--- config.mk ---
export PLATFORM = sky130hd
export DESIGN_NAME = instruction_loader
export DESIGN_NICKNAME = d
export VERILOG_FILES = /design/src/rtl/instruction_loader.sv
export SDC_FILE = /design/constraint.sdc
export NUM_CORES = 1
export LEC_CHECK = 0
export CAP_MARGIN = 20
export CORE_ASPECT_RATIO = 0.7
export CORE_UTILIZATION = 48
export DETAILED_ROUTE_END_ITERATION = 16
export GPL_TIMING_DRIVEN = 0
export PLACE_DENSITY_LB_ADDON = 0.08
export SKIP_LAST_GASP = 1
export SLEW_MARGIN = 20
export SYNTH_ARGS = -nofsm -noshare
export SYNTH_HDL_FRONTEND = slang
export SYNTH_SLANG_ARGS = --single-unit
export TNS_END_PERCENT = 100
--- constraint.sdc ---
create_clock -name clk -period 2.8 [get_ports clk]
set_clock_uncertainty 0.15 [all_clocks]
set_input_delay 0.42 -clock clk [delete_from_list [all_inputs] [get_ports clk]]
set_output_delay 0.42 -clock clk [all_outputs]
set_load 0.02 [all_outputs]
--- src/rtl/instruction_loader.sv ---
// -----------------------------------------------------------------------------
// instruction_loader
//
// Writer-side counterpart to the instruction memory read port. Accepts a
// program image as a byte stream over a valid/ready handshake, packs every
// four bytes MSB-first into a 32-bit word and writes the words to instruction
// memory at consecutive word addresses starting at 0. busy holds the CPU/PC in
// reset while an image is being loaded.
//
// Optional feature (macro INSTRUCTION_LOADER_CHECKSUM_EN):
//   After the last word, four further bytes carry the expected XOR of all
//   written words. error is raised on a mismatch. Without the macro there is
//   no checksum state or logic and error is tied low.
//
// Ports:
//   clk        in   system clock, rising edge
//   reset      in   synchronous active-high reset
//   start      in   load request, honoured only in IDLE or DONE
//   length     in   words to load (clamped to 2^ADDR_W), sampled on start
//   byte_data  in   stream byte
//   byte_valid in   byte_data valid
//   byte_ready out  loader accepts a byte this cycle
//   mem_we     out  one-cycle write pulse per word
//   mem_addr   out  word write address
//   mem_wdata  out  instruction word
//   busy       out  load in progress
//   done       out  last load completed (held until next start / reset)
//   error      out  checksum mismatch (constant 0 without the macro)
// -----------------------------------------------------------------------------
module instruction_loader #(
  parameter int unsigned ADDR_W = 10,
  parameter int unsigned LEN_W  = 11
) (
  input  logic              clk,
  input  logic              reset,
  input  logic              start,
  input  logic [LEN_W-1:0]  length,
  input  logic [7:0]        byte_data,
  input  logic              byte_valid,
  output logic              byte_ready,
  output logic              mem_we,
  output logic [ADDR_W-1:0] mem_addr,
  output logic [31:0]       mem_wdata,
  output logic              busy,
  output logic              done,
  output logic              error
);

`ifdef INSTRUCTION_LOADER_CHECKSUM_EN
  typedef enum logic [2:0] {
    S_IDLE, S_RECV, S_WRITE, S_DONE, S_CSUM
  } state_e;
`else
  typedef enum logic [1:0] {
    S_IDLE, S_RECV, S_WRITE, S_DONE
  } state_e;
`endif

  localparam logic [LEN_W-1:0] MAX_LEN = LEN_W'(2 ** ADDR_W);

  state_e            state_q;
  logic [1:0]        bcnt_q;
  logic [23:0]       shift_q;
  logic [LEN_W-1:0]  wcnt_q;
  logic [LEN_W-1:0]  len_q;
  logic              byte_ready_q;
  logic              mem_we_q;
  logic [ADDR_W-1:0] mem_addr_q;
  logic [31:0]       mem_wdata_q;
  logic              busy_q;
  logic              done_q;
`ifdef INSTRUCTION_LOADER_CHECKSUM_EN
  logic [31:0]       csum_q;
  logic              error_q;
`endif

  logic              xfer_d;
  logic [31:0]       word_d;
  logic [LEN_W-1:0]  wcnt_d;
  logic [LEN_W-1:0]  len_d;

  always_comb begin
    xfer_d = byte_valid & byte_ready_q;
    // Completed word if the current byte is the fourth of the group.
    word_d = {shift_q, byte_data};
    wcnt_d = wcnt_q + LEN_W'(1);
    len_d  = (length > MAX_LEN) ? MAX_LEN : length;
  end

  always_ff @(posedge clk) begin
    if (reset) begin
      state_q      <= S_IDLE;
      bcnt_q       <= '0;
      shift_q      <= '0;
      wcnt_q       <= '0;
      len_q        <= '0;
      byte_ready_q <= 1'b0;
      mem_we_q     <= 1'b0;
      mem_addr_q   <= '0;
      mem_wdata_q  <= '0;
      busy_q       <= 1'b0;
      done_q       <= 1'b0;
`ifdef INSTRUCTION_LOADER_CHECKSUM_EN
      csum_q       <= '0;
      error_q      <= 1'b0;
`endif
    end else begin
      mem_we_q <= 1'b0;
      case (state_q)
        S_IDLE, S_DONE: begin
          if (start) begin
            len_q  <= len_d;
            wcnt_q <= '0;
            bcnt_q <= '0;
            done_q <= 1'b0;
`ifdef INSTRUCTION_LOADER_CHECKSUM_EN
            csum_q  <= '0;
            error_q <= 1'b0;
`endif
            if (len_d == '0) begin
              // Empty image: finish immediately without ever raising busy.
              state_q <= S_DONE;
              done_q  <= 1'b1;
            end else begin
              state_q      <= S_RECV;
              busy_q       <= 1'b1;
              byte_ready_q <= 1'b1;
            end
          end
        end

        S_RECV: begin
          if (xfer_d) begin
            bcnt_q  <= bcnt_q + 2'd1;
            shift_q <= word_d[23:0];
            if (bcnt_q == 2'd3) begin
              mem_wdata_q  <= word_d;
              mem_addr_q   <= wcnt_q[ADDR_W-1:0];
              mem_we_q     <= 1'b1;
              byte_ready_q <= 1'b0;
              state_q      <= S_WRITE;
            end
          end
        end

        S_WRITE: begin
          wcnt_q <= wcnt_d;
`ifdef INSTRUCTION_LOADER_CHECKSUM_EN
          csum_q <= csum_q ^ mem_wdata_q;
`endif
          byte_ready_q <= 1'b1;
          if (wcnt_d == len_q) begin
`ifdef INSTRUCTION_LOADER_CHECKSUM_EN
            state_q <= S_CSUM;
`else
            state_q      <= S_DONE;
            byte_ready_q <= 1'b0;
            busy_q       <= 1'b0;
            done_q       <= 1'b1;
`endif
          end else begin
            state_q <= S_RECV;
          end
        end

`ifdef INSTRUCTION_LOADER_CHECKSUM_EN
        S_CSUM: begin
          // csum_q already includes the final word (folded in during WRITE).
          if (xfer_d) begin
            bcnt_q  <= bcnt_q + 2'd1;
            shift_q <= word_d[23:0];
            if (bcnt_q == 2'd3) begin
              error_q      <= (word_d != csum_q);
              byte_ready_q <= 1'b0;
              busy_q       <= 1'b0;
              done_q       <= 1'b1;
              state_q      <= S_DONE;
            end
          end
        end
`endif

        default: begin
          state_q      <= S_IDLE;
          byte_ready_q <= 1'b0;
          busy_q       <= 1'b0;
        end
      endcase
    end
  end

  assign byte_ready = byte_ready_q;
  assign mem_we     = mem_we_q;
  assign mem_addr   = mem_addr_q;
  assign mem_wdata  = mem_wdata_q;
  assign busy       = busy_q;
  assign done       = done_q;
`ifdef INSTRUCTION_LOADER_CHECKSUM_EN
  assign error      = error_q;
`else
  assign error      = 1'b0;
`endif

endmodule

# After elaboration in Yosys (flattened, before gate mapping)
# Index checks and enable logic that the tools add are counted.
# W data, S select, Z words.
[totals]
ff_bits = 96
latchBits = 0
ramBits = 0
romBits = 0
in_bits = 23
out_inout_bits = 47
wordCells = 67
memories = 0
[classes]
n_addsub = 2
mul = 0
div_mod_pow = 0
magnitude_cmp = 1
eq_ne = 10
n_shift = 0
mux = 25
bitwise = 3
n_reduce_logical = 15
[op_table]
columns = ["op", "count"]
rows = [
  ["$mux W11", 2],
  ["$pmux W11 S2", 1],
  ["$mux W2", 7],
  ["$reduce_and A3 Y1", 4],
  ["$add A11 B1 Y11 const B", 1],
  ["$eq A11 B11 Y1", 1],
  ["$gt A11 B11 Y1 const B", 1],
  ["$logic_not A11 Y1", 1],
  ["$mux W1", 10],
  ["$ne A2 B2 Y1 const B", 5],
  ["$reduce_and A4 Y1", 2],
  ["$eq A2 B2 Y1 const B", 3],
  ["$pmux W2 S3", 1],
  ["$reduce_and A2 Y1", 3],
  ["$pmux W1 S2", 2],
  ["$pmux W2 S2", 1],
  ["$reduce_bool A2 Y1", 2],
  ["$pmux W1 S3", 1],
  ["$reduce_or A3 Y1", 1],
  ["$add A2 B1 Y2 const B", 1],
  ["$eq A2 B1 Y1 const B", 1],
  ["$logic_not A2 Y1", 1],
  ["$not A1 Y1", 2],
  ["$reduce_or A2 Y1", 1],
  ["$and A1 B1 Y1", 1],
]

# Depth between registers and ports, before layout
# Gate-level depths: netlist (run 1).
[logic_depth]
word_depth = 6
depth_mapped = 10
mapped_depth_nobuf = 8

# Worst setup path before layout (run 1)
# OpenSTA, ideal clock, no wires.
[synth_timing]
path_kind = "reg-to-reg"
from = "register wcnt_q[0]"
to = "register busy_q, in the netlist busy"
setup_ps = 146
t_arrival_ps = 1895
required_ps = 2504
path_slack_ps = 608
path_stages_with_launch = 8
n_path_buf = 0
period_less_slack_ps = 2192
cell_sequence = "dfxtp_1 -> ha_1 -> and3_4 -> nand3_4 -> or4b_1 -> o31ai_1 -> and4_1 -> a41oi_1"
[synth_via]
elab_chain_cells = 4
[synth_lines]
columns = ["element", "line", "source"]
rows = [
  ["start: declaration", "64", "logic [LEN_W-1:0] wcnt_q;"],
  ["start signal: assignment", "147", "wcnt_q <= wcnt_d;"],
  ["$add A11 B1 Y11", "86", "wcnt_d = wcnt_q + LEN_W'(1);"],
  ["$eq A11 B11 Y1", "152", "if (wcnt_d == len_q) begin"],
  ["$ne A2 B2 Y1 (no source line)", "n/a", ""],
  ["$reduce_and A4 Y1 (no source line)", "n/a", ""],
  ["end signal: assignment", "101", "busy_q <= 1'b0;"],
  ["end signal: assignment", "158", "busy_q <= 1'b0;"],
  ["end signal: assignment", "186", "busy_q <= 1'b0;"],
  ["end: declaration", "70", "logic busy_q;"],
]
# Every way passes these cells.
# A chain may end at the register's enable or synchronous reset.

# Final worst setup path (run 1)
[layout_timing]
from = "register state_q[1]"
to = "register mem_addr_q[6], in the netlist mem_addr[6]"
[layout_via]
elab_chain_cells = 2
[layout_lines]
columns = ["element", "line", "source"]
rows = [
  ["start: declaration", "61", "state_e state_q;"],
  ["start signal: assignment", "92", "state_q <= S_IDLE;"],
  ["start signal: assignment", "122", "state_q <= S_DONE;"],
  ["start signal: assignment", "125", "state_q <= S_RECV;"],
  ["$eq A2 B1 Y1", "109", "case (state_q)"],
  ["$reduce_and A3 Y1 (no source line)", "n/a", ""],
  ["end signal: assignment", "138", "mem_addr_q <= wcnt_q[ADDR_W-1:0];"],
  ["end: declaration", "68", "logic [ADDR_W-1:0] mem_addr_q;"],
]
# Every way passes these cells.

==> results of run 1 <==
==> timing repair <==
action                     CTS  global route
hold endpoints to repair     0             0
hold buffers                 0             0
setup endpoints to repair    0             1
resized for setup            0             2
==> kinds of logic after synthesis <==
group | Yosys count
flip-flops | 96
multiplexers | 7
other | 1
adder cells (fa/ha/maj) | 5
XOR/XNOR | 11
AO/OA/AOI/OAI | 122
AND/OR/NAND/NOR | 220
buffers and inverters | 43
==> cells in the mapped netlist, types with 5 or more instances <==
master / count / share of area [%]
nand2_1: 145 / 14
nand3_1: 6 / 0.75
nor3b_1: 7 / 1.3
clkbuf_1: 30 / 2.8
inv_1: 5 / 0.47
ha_1: 5 / 1.6
nor2_1: 33 / 3.1
a22oi_1: 11 / 2.1
dfxtp_1: 96 / 48
xnor2_1: 6 / 1.3
a21oi_1: 84 / 10
buf_4: 5 / 0.93
xor2_1: 5 / 1.1
==> registers in the layout (all words and copies together) (netlist names) <==
name,flops
state_q,2
busy,1
wcnt_q,11
mem_wdata,32
done,1
mem_we,1
shift_q,24
byte_ready,1
bcnt_q,2
len_q,11
mem_addr,10
==> report_power, final <==
part	switching (mW)	internal (mW)
clock network	0.524	0.609
registers	0.0687	1.43
logic	0.391	0.225
==> layer usage <==
metal	vias to the layer above	track usage, %
li1	1873	-
met1	1745	37.7
met2	123	35.2
met3	9	5.25
met4	0	5.68
met5	-	0
==> critical path: cells and delay by family, from the launching register on <==
kind	cells	cell delay (ns)
compound gates	1	0.15
simple gates	3	0.46
fa+ha+maj	1	0.33
flops	1	0.33
buf+inv	4	0.99
==> cell type report <==
class	instances	area, sq um
multi-input combinational	366	1920
clock buffer	11	233
sequential	96	1920
inverter	5	18.8
tap	101	126
buffer	38	165
timing repair buffer	66	661
fill	732	2920
clock inverter	5	41.3
==> per-stage QoR <==
step | instances | total power [mW] | setup WS [ns]
2_1_floorplan | 505 | 1.93 | 0.608
3_3_place_gp | 672 | 2.11 | 0.209
3_5_place_dp | 672 | 2.13 | 0.177
4_1_cts | 688 | 3.25 | 0.194
5_1_grt | 688 | 3.41 | 0.0967
6_report | 688 | 3.25 | 0.329
==> how the worst min path moves through the flow <==
stage | startpoint | endpoint | depth (start not counted)
2_1_floorplan | shift_q[16]$_SDFFE_PP0P_ | mem_wdata[24]$_SDFFE_PP0P_ | 2
6_report | mem_wdata[5]$_SDFFE_PP0P_ | mem_wdata[5]$_SDFFE_PP0P_ | 2
3_5_place_dp | shift_q[19]$_SDFFE_PP0P_ | shift_q[19]$_SDFFE_PP0P_ | 2
3_3_place_gp | shift_q[20]$_SDFFE_PP0P_ | mem_wdata[28]$_SDFFE_PP0P_ | 2
5_1_grt | shift_q[18]$_SDFFE_PP0P_ | shift_q[18]$_SDFFE_PP0P_ | 2
4_1_cts | shift_q[19]$_SDFFE_PP0P_ | shift_q[19]$_SDFFE_PP0P_ | 2
==> impl_metrics.sql, run 1 <==
INSERT INTO impl_metrics (metric_group, metric, value, unit) VALUES
('run_status', 'run_status', 'complete, but fails checks', ''),
('run_status', 'failed_checks', 'DRC', ''),
('cells_and_area', 'finalInstanceArea', '0.00509', 'sq mm'),
('logic_synthesis', 'number_of_synthesized_flops_with_an_enable_pin', '0', ''),
('routing', 'drc', '5', ''),
('sta', 'finalSetupViolCount', '0', ''),
('routing', 'routedLengthMet1', '5330', 'microns'),
('run', 'number_of_maximum_capacitance_constraint_violations', '0', ''),
('sta', 'timing.final.hold_violations', '0', ''),
('worst_setup_path', 'r2r.worst_path.cells', '9', ''),
('logic_synthesis', 'postSynthAreaPerCell', '7.97', 'sq um'),
('routing', 'routedWlPerCell', '14.8', 'microns'),
('routing', 'antenna_left', '0', ''),
('logic_synthesis', 'synth.area.mux_share', '1.83', '%'),
('logic_synthesis', 'mappedNetlistArea', '0.00403', 'sq mm'),
('logic_synthesis', 'seq_area_frac_synth', '47.7', '%'),
('sta', 'slew_limit_fails', '0', ''),
('logic_synthesis', 'synthesized_area_fraction_occupied_by_ao_oa_aoi_and_oai_cells', '17.9', '%'),
('routing', 'dr.pass1.iters', '11', ''),
('worst_setup_path', 'critPathMaxStageDelay', '0.42', 'ns'),
('clock_network', 'clock-sinks', '96', ''),
('min_path', 'min_path_type', 'flop to flop', ''),
('worst_setup_path', 'timing.critical_path.required', '2.92', 'ns'),
('worst_setup_path', 'critPathLaunchType', 'flop', ''),
('worst_setup_path', 'critical_path.cell_chain', 'inv_1 > ha_1 > and3_1 > buf_2 > and2_1 > clkbuf_1 > clkbuf_1 > nand2_1 > a21oi_1', ''),
('clock_network', 'ctsLongestPathBuffers', '2', ''),
('logic_synthesis', 'syn_nets', '533', ''),
('logic_synthesis', 'yosys_most_used_dff', 'dfxtp_1', ''),
('worst_setup_path', 'crit_type', 'flop to flop', ''),
('logic_synthesis', 'synthAdderAreaFrac', '1.55', '%'),
('sta', 'hold_ws', '0.306', 'ns'),
('place', 'placed_cell_area', '0.00481', 'sq mm'),
('clock_network', 'cts-htree-levels', '3', ''),
('grt', 'grt_pass1_wl', '17000', 'microns'),
('worst_setup_path', 'worst_path_max_delay_cell', 'clkbuf_1', ''),
('grt', 'grtUsageTotal', '24.8', '%'),
('routing', 'routed_wirelength', '10200', 'microns'),
('routing', 'dr_top_layer', 'met4', ''),
('grt', 'antenna_found_initial', '0', ''),
('cells_and_area', 'mostFrequentLayoutCells', 'nand2_1, dfxtp_1, a21oi_1', ''),
('grt', 'grt_pass1_vias', '3368', ''),
('routing', 'wl_met3', '647', 'microns'),
('logic_synthesis', 'yosys_warnings', '0', ''),
('die', 'rows', '27', ''),
('place', 'port-buffer-count', '66', ''),
('sta', 'final_min_period_over_clock_period', '88.2', '%'),
('grt', 'globalRoute.totalOverflow', '0', ''),
('place', 'detailedPlacementHpwl', '7570', 'microns'),
('cells_and_area', 'drive_gt1_share', '4.94', '%'),
('clock_network', 'postCtsSetupBuffers', '0', ''),
('power', 'power.ir.vdd_worst', '0.000316', 'V'),
('logic_synthesis', 'synth.distinct_cells', '52', ''),
('logic_synthesis', 'synth_top_family_by_area', 'simple AND/OR/NAND/NOR gates', ''),
('clock_network', 'clockRootBuffer', 'clkbuf_16', ''),
('sta', 'post-route-min-period', '2.47', 'ns'),
('worst_setup_path', 'critical_path_capture_point', 'mem_addr[6]$_SDFFE_PP0P_', ''),
('cells_and_area', 'layout.cells.most_common', 'nand2_1', ''),
('sta', 'max_freq', '0.405', 'GHz'),
('cells_and_area', 'num-nets-final', '610', ''),
('logic_synthesis', 'yosys_register_bits', '96', ''),
('clock_network', 'cts_buffers', '9', ''),
('cells_and_area', 'postLayoutCoreUtil', '63.6', '%'),
('routing', 'wire_length_on_met2', '4140', 'microns'),
('die', 'io-pin-count', '70', ''),
('sta', 'worst_slew_pin_slew', '0.598', 'ns'),
('logic_synthesis', 'synth-simple-area-share', '24.0', '%'),
('cells_and_area', 'antennaDiodeCount', '0', ''),
('clock_network', 'clkSlewWorstSetupHoldPaths', '0.07', 'ns'),
('worst_setup_path', 'arrival_time_worst_endpoint', '2.59', 'ns'),
('die', 'floorplan.core_area', '0.00801', 'sq mm'),
('worst_setup_path', 'crit_path_end_kind', 'flop', '');
(Power assumes the default switching activity.)
==> inputs of run 2 (changes only) <==
CORE_UTILIZATION = 27   (was 48)
==> run 2 against run 1 <==
Compared with the run above:
- count of clock-buffer cells in the layout decreased by 2
- sequential power about the same
- fmax decreased by 0.83%
- clock power increased by 26%
- combinational power about the same
- hold slack got worse by 0.0028 ns
- largest power group unchanged
- global-route usage decreased by 9.2 points
- die area increased by 76%
- largest cell class unchanged
- sequential cell count unchanged
- the run now ends clean
==> impl_metrics.sql, run 2 (same netlist as run 1, synthesis figures left out) <==
INSERT INTO impl_metrics (metric_group, metric, value, unit) VALUES
('cells_and_area', 'layout.cells.most_common', 'nand2_1', ''),
('min_path', 'timing.hold.worst_endpoint', 'mem_wdata[28]$_SDFFE_PP0P_', ''),
('grt', 'grtUsageTotal', '15.6', '%'),
('power', 'power.density', '672', 'mW/mm^2'),
('power', 'internal_power', '2.53', 'mW'),
('cells_and_area', 'antennaDiodeCount', '0', ''),
('cells_and_area', 'layout-area-overhead-vs-synth', '30.8', '%'),
('sta', 'worst_slew_margin_rel', '61.1', '%'),
('clock_network', 'postCtsSetupBuffers', '0', ''),
('worst_setup_path', 'regToRegEndpoint', 'mem_addr[2]$_SDFFE_PP0P_', ''),
('worst_setup_path', 'critPathMaxStageDelay', '0.44', 'ns'),
('clock_network', 'cts_hold_buf', '0', ''),
('sta', 'max_freq', '0.401', 'GHz'),
('worst_setup_path', 'r2r.worst_path.cells', '8', ''),
('run', 'number_of_maximum_capacitance_constraint_violations', '0', ''),
('clock_network', 'cts-htree-levels', '3', ''),
('die', 'die_area', '0.0154', 'sq mm'),
('cells_and_area', 'num-nets-final', '610', ''),
('worst_setup_path', 'crit_type', 'flop to flop', ''),
('clock_network', 'clock-sinks', '96', ''),
('power', 'power_frac_comb', '17.4', '%'),
('routing', 'antenna_left', '0', ''),
('place', 'port-buffer-count', '66', ''),
('die', 'io-pin-count', '70', ''),
('worst_setup_path', 'register_to_register_setup_slack', '0.31', 'ns'),
('grt', 'globalRoute.totalOverflow', '0', ''),
('power', 'power.static_leakage', '1.77', 'nW'),
('worst_setup_path', 'critPathLaunchType', 'flop', ''),
('cells_and_area', 'filler_cell_count', '1507', ''),
('sta', 'timing.final.hold_violations', '0', ''),
('sta', 'final_min_period_over_clock_period', '89.0', '%'),
('cells_and_area', 'drive_gt1_share', '5.12', '%'),
('clock_network', 'cts_buffers', '9', ''),
('sta', 'worst_slew_pin_slew', '0.583', 'ns'),
('die', 'rows', '36', ''),
('power', 'p_sw_share', '28.6', '%'),
('power', 'clock_power_share', '40.2', '%'),
('routing', 'routed_wirelength', '11400', 'microns'),
('sta', 'post-route-min-period', '2.49', 'ns'),
('worst_setup_path', 'timing.rr.start', 'state_q[0]$_SDFFE_PP0P_', ''),
('die', 'die_y_extent', '104', 'microns'),
('worst_setup_path', 'worst_path_max_delay_cell', 'clkbuf_1', ''),
('routing', 'dr.pass1.iters', '4', ''),
('cells_and_area', 'number_of_flip_flops_in_the_largest_register', '32', ''),
('min_path', 'worstHoldStart', 'mem_wdata[28]$_SDFFE_PP0P_', ''),
('die', 'floorplan.core_area', '0.0142', 'sq mm'),
('grt', 'grt_max_degree', '17', ''),
('grt', 'grt_pass1_wl', '18600', 'microns'),
('worst_setup_path', 'timing.critical_path.required', '2.92', 'ns'),
('worst_setup_path', 'worst_setup_path_startpoint', 'state_q[0]$_SDFFE_PP0P_', ''),
('power', 'power_switching', '1.01', 'mW'),
('worst_setup_path', 'crit_top_cell', 'clkbuf_1', ''),
('routing', 'route.vias.total', '3644', ''),
('sta', 'finalSetupTns', '0', 'ns'),
('grt', 'grt_pass1_vias', '3418', ''),
('cells_and_area', 'mostFrequentLayoutCells', 'nand2_1, dfxtp_1, a21oi_1', ''),
('routing', 'routedWlPerCell', '14.6', 'microns'),
('clock_network', 'clkSlewWorstSetupHoldPaths', '0.07', 'ns'),
('power', 'power.sequential.fraction', '42.4', '%'),
('power', 'power.ir.vdd_worst', '0.000317', 'V'),
('run_status', 'run_status', 'complete, no violations', ''),
('routing', 'drc', '0', ''),
('routing', 'avgViaCountPerCell', '4.70', ''),
('routing', 'drt_first_iter_violations', '216', ''),
('sta', 'slew_limit_fails', '0', ''),
('min_path', 'min_path_type', 'flop to flop', ''),
('clock_network', 'clkLatencyLatePin', '0.34', 'ns'),
('clock_network', 'cts_tree', 'done', ''),
('sta', 'finalSetupViolCount', '0', ''),
('place', 'detailedPlacementHpwl', '8540', 'microns'),
('clock_network', 'clockRootBuffer', 'clkbuf_16', ''),
('power', 'fin_total_pwr', '3.54', 'mW'),
('die', 'die_w', '148', 'microns'),
('worst_setup_path', 'critPathMaxFanout', '10', ''),
('worst_setup_path', 'critical_path.cell_chain', 'ha_1 > and3_1 > buf_2 > and2_1 > clkbuf_1 > clkbuf_1 > nand2_1 > a21oi_1', ''),
('clock_network', 'ctsResizeCount', '0', ''),
('die', 'starting_density_of_the_core', '28.3', '%'),
('grt', 'antenna_found_initial', '0', ''),
('worst_setup_path', 'arrival_time_worst_endpoint', '2.61', 'ns'),
('min_path', 'timing.hold.worst_path_depth', '2', ''),
('sta', 'setup_repair_after_global_routing_missed_its_margin', 'no', ''),
('place', 'gp_routability_congestion', '0.825', ''),
('worst_setup_path', 'crit_path_end_kind', 'flop', ''),
('clock_network', 'ctsLongestPathBuffers', '2', '');
run 2: cell count changes in the layout (fill, tap and decap cells not counted):
| cell | before | now |
|---|---|---|
| clkinv_2 | 0 | 1 |
| clkbuf_1 | 31 | 29 |
| clkinv_4 | 2 | 0 |
| inv_8 | 0 | 1 |
| bufinv_16 | 0 | 3 |
| clkinvlp_4 | 2 | 0 |
run 2: how the worst max path moves through the flow:
stage,to,slack (ns),cells past startpoint
finish,mem_addr[2]$_SDFFE_PP0P_,0.31,8
global route,mem_addr[3]$_SDFFE_PP0P_,0.02,8
CTS,state_q[1]$_SDFFE_PP0P_,0.16,9
detailed placement,mem_addr[2]$_SDFFE_PP0P_,0.10,8
global placement,done$_SDFFE_PP0P_,0.07,7
floorplan,busy$_SDFFE_PP0P_,0.61,7
run 2: layer usage:
| layer | GRT usage [%] | wire length [microns] | up-vias |
|---|---|---|---|
| met2 | 20.7 | 4280 | 78 |
| li1 | - | - | 1867 |
| met4 | 3.98 | 105 | 0 |
| met1 | 24.2 | 6420 | 1689 |
| met3 | 3.95 | 543 | 10 |
| met5 | 0 | 0 | - |
run 2: layout make-up:
| class | count | area, sq um | share of cell area (%) |
|---|---|---|---|
| Clock buffer | 9 | 225 | 4.28 |
| Buffer | 38 | 165 | 3.14 |
| Multi-Input combinational cell | 366 | 1920 | 36.5 |
| Sequential cell | 96 | 1920 | 36.5 |
| Timing Repair Buffer | 66 | 661 | 12.5 |
| Tap cell | 190 | 238 | 4.51 |
| Inverter | 5 | 18.8 | 0.356 |
| Clock inverter | 6 | 115 | 2.19 |
run 2: metrics by stage:
stage	util [%]	setup WS (ns)	instance area (sq um)	instances	hold WS, ns
after floorplan	-	0.608	4030	505	0.282
after global placement	34.6	0.0699	4920	761	0.291
after detailed placement	34.6	0.101	4920	761	0.297
after CTS	37.0	0.156	5270	776	0.307
after global routing	37.0	0.0168	5270	776	0.325
final	37.0	0.308	5270	776	0.303
run 2: worst max-delay path, delay by kind of cell (launching register included):
family / cells / cell delay [ns]
buf+inv: 3 / 0.93
simple gates: 3 / 0.50
fa+ha+maj: 1 / 0.33
flops: 1 / 0.38
compound gates: 1 / 0.14
run 2: power by group through the flow:
| stage | sequential [mW] | combinational [mW] | clock (mW) |
|---|---|---|---|
| floorplan | 1.52 | 0.403 | 0 |
| global placement | 1.53 | 0.608 | 0 |
| detailed placement | 1.53 | 0.614 | 0 |
| CTS | 1.50 | 0.617 | 1.46 |
| global route | 1.51 | 0.692 | 1.51 |
| finish | 1.50 | 0.616 | 1.42 |
==> inputs of run 3 (changes only) <==
SLEW_MARGIN = 10   (was 20)
==> results of run 3 <==
Same layout as run 2: the final DEF is identical, and so are final timing and power.
